[src/rtl/uart_tx_arbiter.sv]
// Round-robin arbiter sharing one UART transmitter among NUM_REQ byte sources.
// Optional WAIT-state watchdog enabled by defining ARB_TIMEOUT_EN.
module uart_tx_arbiter #(
  parameter int NUM_REQ     = 4,
  parameter int DATA_W      = 8,
  parameter int TIMEOUT_CYC = 65535
) (
  input  logic                       clk,
  input  logic                       rst,
  input  logic [NUM_REQ-1:0]         req_valid,
  input  logic [NUM_REQ*DATA_W-1:0]  req_data,
  output logic [NUM_REQ-1:0]         req_ready,
  output logic [DATA_W-1:0]          uart_data,
  output logic                       uart_start,
  input  logic                       uart_tx_done,
  output logic [$clog2(NUM_REQ)-1:0] grant_id,
  output logic                       busy,
  output logic                       err
);

  localparam int GW = $clog2(NUM_REQ);

  localparam logic [1:0] S_IDLE  = 2'd0;
  localparam logic [1:0] S_START = 2'd1;
  localparam logic [1:0] S_WAIT  = 2'd2;

  if (NUM_REQ < 2 || DATA_W < 1 || TIMEOUT_CYC < 2) begin : g_bad_params
    $error("uart_tx_arbiter: illegal parameter combination");
  end

  logic [1:0]         state;
  logic [GW-1:0]      last_grant;
  logic               sel_found;
  logic [GW-1:0]      sel_idx;
  logic [GW-1:0]      cand;
  logic [NUM_REQ-1:0] sel_onehot;
  logic [DATA_W-1:0]  sel_data;
  logic               timeout_hit;

  // Search starts one past the last served requester so the most recent
  // winner always ranks lowest among the pending requesters.
  always_comb begin
    sel_found = 1'b0;
    sel_idx   = '0;
    cand      = '0;
    for (int unsigned k = 1; k <= NUM_REQ; k++) begin
      cand = GW'((32'(last_grant) + k) % NUM_REQ);
      if (!sel_found && req_valid[cand]) begin
        sel_found = 1'b1;
        sel_idx   = cand;
      end
    end
  end

  always_comb begin
    sel_onehot = '0;
    sel_data   = '0;
    for (int unsigned i = 0; i < NUM_REQ; i++) begin
      if (GW'(i) == sel_idx) begin
        sel_onehot[i] = 1'b1;
        sel_data      = req_data[i*DATA_W +: DATA_W];
      end
    end
  end

`ifdef ARB_TIMEOUT_EN
  localparam int CNT_W = $clog2(TIMEOUT_CYC + 1);

  logic [CNT_W-1:0] wait_cnt;

  always_ff @(posedge clk or negedge rst) begin
    if (!rst) begin
      wait_cnt <= '0;
    end else if (state == S_START) begin
      wait_cnt <= '0;
    end else if (state == S_WAIT) begin
      wait_cnt <= wait_cnt + CNT_W'(1);
    end
  end

  assign timeout_hit = (state == S_WAIT) && (wait_cnt == CNT_W'(TIMEOUT_CYC - 1));
`else
  assign timeout_hit = 1'b0;
`endif

  always_ff @(posedge clk or negedge rst) begin
    if (!rst) begin
      state      <= S_IDLE;
      last_grant <= GW'(NUM_REQ - 1);
      req_ready  <= '0;
      uart_data  <= '0;
      uart_start <= 1'b0;
      grant_id   <= '0;
      busy       <= 1'b0;
      err        <= 1'b0;
    end else begin
      req_ready  <= '0;
      uart_start <= 1'b0;
      err        <= 1'b0;
      case (state)
        S_IDLE: begin
          if (sel_found) begin
            uart_data <= sel_data;
            grant_id  <= sel_idx;
            req_ready <= sel_onehot;
            busy      <= 1'b1;
            state     <= S_START;
          end
        end
        S_START: begin
          uart_start <= 1'b1;
          state      <= S_WAIT;
        end
        S_WAIT: begin
          // A timed-out source is recorded as served so it loses priority.
          if (uart_tx_done || timeout_hit) begin
            last_grant <= grant_id;
            err        <= timeout_hit && !uart_tx_done;
            busy       <= 1'b0;
            state      <= S_IDLE;
          end
        end
        default: begin
          busy  <= 1'b0;
          state <= S_IDLE;
        end
      endcase
    end
  end

endmodule

[config.mk]
export PLATFORM = sky130hd
export DESIGN_NAME = uart_tx_arbiter
export DESIGN_NICKNAME = d
export VERILOG_FILES = /design/src/rtl/uart_tx_arbiter.sv
export SDC_FILE = /design/constraint.sdc
export NUM_CORES = 1
export LEC_CHECK = 0
export CAP_MARGIN = 20
export CORE_UTILIZATION = 43
export DETAILED_ROUTE_END_ITERATION = 12
export GPL_TIMING_DRIVEN = 0
export PLACE_DENSITY = 0.95
export SLEW_MARGIN = 0
export SYNTH_ARGS = -nofsm -noshare
export SYNTH_HDL_FRONTEND = slang
export SYNTH_SLANG_ARGS = --single-unit
[constraint.sdc]
create_clock -name clk -period 3.91 [get_ports clk]
set_input_delay 0.782 -clock clk [delete_from_list [all_inputs] [get_ports clk]]
set_output_delay 0.782 -clock clk [all_outputs]
set_load 0.1 [all_outputs]
==> out/results.tsv <==
metric	value	unit
Data required, critical path	3.13	ns
MaxCap Viol Count	0	
fmax	0.378	GHz
number of top-level pins	56	
status	finished clean	
Vias	1242	
Post-Syn Nets	158	
critical path type	reg -> out	
Site Rows	18	
CTS clock-pin slew for the worst setup and hold paths	0.12	ns
Peak VDD IR	0.000693	V
Synth async-reset ratio	1.00	
worst endpoint data arrival time	1.86	ns
Setup Skew	0.00257	ns
Post-synth EDFFs	0	
unrepaired setup endpoints after global routing	no	
Synth Cell Area	0.00113	mm²
crit path buf inv count	1	
WHS	0.506	ns
Place WS	1.11	ns
Detailed Route Iter0 Violations	40	
Yosys cell types	37	
Slew headroom	0.334	
P_int	0.766	mW
final net count	217	
Critical Path Stages	1	
R2R cell count	8	
Top FF cell, synth	dfrtp_1	
antenna viol nets, final	0	
crit path capture type	primary output	
power share of the sequential group	0.214	
Hold Fails Final Rpt	0	
vias per inst	6.00	
worst r2r src	last_grant[1]	
DRT Pass-1 Iters	4	
first-pass GRT wire length	5290	µm
CP startpoint	grant_id[0]	
drt wl/cell	16.2	µm
Overflow after GRT	0	
H-tree level count	1	
Switching Share	0.560	
Post-CTS Resized	0	
total track usage	0.261	
clk_lat worst skew	0.31	ns
synthesized flop and latch total	20	
# port buffers	54	
core area	0.00248	mm²
Worst Hold Launch	uart_data[4]	
Initial Utilization	0.457	
Num Clock Sinks	20	
final worst slack	1.27	ns
CTS buffer count	3	
CTS tree	yes	
Hold Crit Class	reg -> reg	
Area Overhead vs Synth	55.7	%
largest cells by area after synthesis	dfrtp_1, a2bb2oi_1, o211ai_1, dfstp_2, o31ai_1	
Max Slew Vio Count	0	
CP cell instances	clkdlybuf4s50_1	
largest net degree at the start of global routing	21	
Leak	0.708	nW
Final HPWL DP	2590	µm
postcts setup bufs	0	
Clk network pwr share	0.099	
Largest delay share family, worst path	buffers and inverters	
Worst Tran Pin Value	0.997	ns
sequential cell area fraction in the yosys report	0.444	
TNS Setup	0	ns
cts hold-fix bufs	0	
gpl congestion	0.860	
Worst setup SP type	flop	
die footprint	0.00284	mm²
share of layout cells above drive strength 1	0.0960	
vias in the first global route	1175	
CTS max path bufs	2	
post-synth top area cell	dfrtp_1	
clk root buf	clkbuf_4	
Ys Warns	0	
n_diodes	0	
Tmin final	2.64	ns
Setup Viol. Count Final	0	
DRT Wirelength	3360	µm
CP max stage cell	clkdlybuf4s50_1	
Pwr Density	987	mW/mm²
initial antenna violation count	0	
worst setup path endpoint	grant_id[0]	
r2r endpoint	uart_data[0]	
reg-to-reg setup timing slack	1.78	ns
final period utilization	0.676	
Mapped Cells	119	
Die Y-Extent	53.3	µm
share of the synthesized area in the top cell type	0.398	
Die X	53.3	µm
NetSw	0.974	mW
# DRC	0	
CP Max Fanout	3	
combinational share of power	0.687	
Syn Area/Cell	9.52	µm²
critical path's largest stage delay	1.15	ns
cell families (layout without fill, tap and decap cells):
group                  after synthesis  count (layout)  share of synthesized area
AO/OA/AOI/OAI                       48              48                      0.318
buffers and inverters               10              68                     0.0497
AND/OR/NAND/NOR                     37              37                      0.156
multiplexers                         3               3                     0.0287
flip-flops                          20              20                      0.444
other                                1               1                    0.00331
area by class of cell:
cell class,instances,area (µm²)
fillers,206,714
repair buffers,54,541
multi-input cells,89,573
plain buffers,7,45.0
clock buffers,3,22.5
well taps,30,37.5
inverters,3,11.3
clock inverters,1,30.0
flip-flops and latches,20,503
layer usage:
| layer | up-vias | wire, µm | track usage |
|---|---|---|---|
| met5 | - | 0 | 0 |
| met1 | 619 | 1320 | 0.322 |
| met3 | 8 | 167 | 0.0517 |
| li1 | 560 | - | - |
| met4 | 0 | 53 | 0.0702 |
| met2 | 55 | 1810 | 0.454 |
worst min-delay path by stage:
stage	slack [ns]	to	cells after the start
3_5_place_dp	0.48	uart_data[4]	2
4_1_cts	0.51	uart_data[4]	2
6_report	0.51	uart_data[4]	2
3_3_place_gp	0.47	busy	1
5_1_grt	0.53	uart_data[4]	2
2_1_floorplan	0.47	req_ready[1]	1
Yosys cell counts, types with 2 or more instances:
cell,instances
dfrtp_1,18
o21ai_0,5
nand3b_1,2
o31ai_1,7
o211ai_1,8
nand3_1,4
nor2b_1,4
o21a_1,4
nand2_1,10
dfstp_2,2
inv_1,2
mux2_2,2
a2bb2oi_1,7
nor2_1,11
a21oi_1,6
a32o_1,2
buf_4,2
or3_1,2
buf_2,3
power groups by stage:
stage / sequential [mW] / clock, mW / combinational (mW)
after floorplan: 0.890 / 0 / 0.377
after global placement: 0.369 / 0 / 1.16
after detailed placement: 0.376 / 0 / 1.19
after CTS: 0.371 / 0.174 / 1.20
after global routing: 0.384 / 0.182 / 1.26
final: 0.372 / 0.172 / 1.20
cells in the final DEF, fill, tap and decap left out, drive strengths merged, types with 2 or more instances in the layout:
master and instances:
a21oi 6, a2bb2oi 8, a32o 2, buf 6, clkbuf 4, clkdlybuf4s50 54, dfrtp 18, dfstp 2
inv 2, mux2 2, nand2 10, nand3 4, nand3b 2, nor2 11, nor2b 4, o211ai 8
o21a 4, o21ai 5, o31ai 7, or2 2, or3 2
stage by stage:
stage	cells	power, mW	instance area, µm²	util
after detailed placement	203	1.57	1710	0.690
final	207	1.74	1760	0.712
after floorplan	119	1.27	1130	-
after global routing	207	1.83	1760	0.712
after global placement	203	1.53	1710	0.690
after CTS	207	1.74	1760	0.712
registers in the layout, indices dropped and copies added, names as in the netlist:
signal / flops
busy: 1
grant_id: 2
last_grant: 2
req_ready: 4
state: 2
uart_data: 8
uart_start: 1
(Power assumes the default switching activity.)
==> RTL edit: new RTL, config.mk and constraints unchanged <==
Build with the macro `ARB_TIMEOUT_EN` defined.
--- a/src/rtl/uart_tx_arbiter.sv
+++ b/src/rtl/uart_tx_arbiter.sv
@@ -2,2 +2,4 @@
 // Optional WAIT-state watchdog enabled by defining ARB_TIMEOUT_EN.
+`define ARB_TIMEOUT_EN
+
 module uart_tx_arbiter #(
Behaviour: no difference found for any inputs over 10 cycles, from zero or initial values and one cycle with rst low; that may be too few to reach the edited logic, so the function may still have changed.
==> RTL edit against the unedited design <==
  * The run now ends with design-rule violations left
  * Sequential cell count rose by 17
  * Sequential power grew 58%
  * Via count increased by 43%
  * Total power up 26%
  * Setup slack improved by 0.013 ns
  * Cell area increased by 56%
  * Area after synthesis increased by 81%
  * Wire length increased by 36%
  * Non-clock buffer count unchanged
  * Critical path type unchanged
==> RTL edit: results <==
[outcome]
status = finished, violations left
violations = design-rule violations

[cts]
path_clk_slew_ns = 0.08
clock_latency_ns = 0.29
numClockSinks = 37
cts_max_level = 2
numCtsBuffers = 5

[critical_path]
r2r_setup_slack_ns = 1.81
critPathCapture = grant_id[1]
r2r-end = wait_cnt[13]$_DFFE_PN0P_
regToRegStartpoint = state[0]$_DFFE_PN0P_
crit_start = grant_id[1]$_DFFE_PN0P_

[global_route]
grt_pass1_wl_um = 7652
grt_use_total_pct = 19.36
use_met3_pct = 6.838
use_met1_pct = 22.33
grt.met2_usage_pct = 32.91

[routing]
vias = 1775
drc = 2
drt-met1-wl_um = 1867
drtIter0Drc = 89
dr.pass1.iters = 8
drt-wirelength-per-cell_um = 14.14

[synthesis]
ys_seq_area_share_pct = 45.35
synth.distinct_cells = 44
synth_commonest_cells = dfrtp_1, nor2_1, a211oi_1, nand2_1, mux2i_1
synth_nets = 252

[power]
pg_comb_mw = 1.33
switching_share_pct = 52.44
p_leak_nw = 1.204
p_seq_share_pct = 27.0

[timing]
tightest_slew_ns = 0.9991
fin_skew_ns = 0.01021

[placed_design]
dpl.hpwl_um = 3444
gp_congestion = 0.7823
portBuffers = 55

[final_layout]
sh_seq_area_pct = 33.79
drive_gt1_share_pct = 9.594
n_all_inverters = 9
reg_top3 = wait_cnt (16), uart_data (8), req_ready (4)
clkbuf_count = 8
layout.nets = 314

[hold_path]
hold_start = wait_cnt[14]$_DFFE_PN0P_
hold_end = wait_cnt[14]$_DFFE_PN0P_
[RTL edit: cell types whose count changed after synthesis, sizes merged, moves of 6 or more]
cell / delta
dfrtp: +17
xor2: +8
mux2i: +10
o211ai: -7
nand2: +6
nor2: +19
inv: +7
a211oi: +16
and3: +10
a2bb2oi: -8
[RTL edit: per-stage QoR]
step	hold WS [ns]	cell area [µm²]	std cells	power, mW	setup WS (ns)
after detailed placement	0.5277	2658	315	1.921	1.102
after global placement	0.5158	2663	315	1.879	1.163
after CTS	0.5529	2748	323	2.196	1.273
final	0.5439	2748	323	2.187	1.279
after global routing	0.5714	2748	323	2.307	1.243
after floorplan	0.4864	2047	208	1.582	1.900
[RTL edit: kinds of logic after synthesis]
logic type / after synthesis / share of synthesized area (%)
DFF: 37 / 45.35
AOI/OAI and AO/OA: 43 / 14.91
muxes: 14 / 7.396
xor gates and xnor gates: 11 / 4.707
and+or+nand+nor: 83 / 21.27
adders and majority gates: 5 / 3.056
buffers and inverters: 15 / 3.300
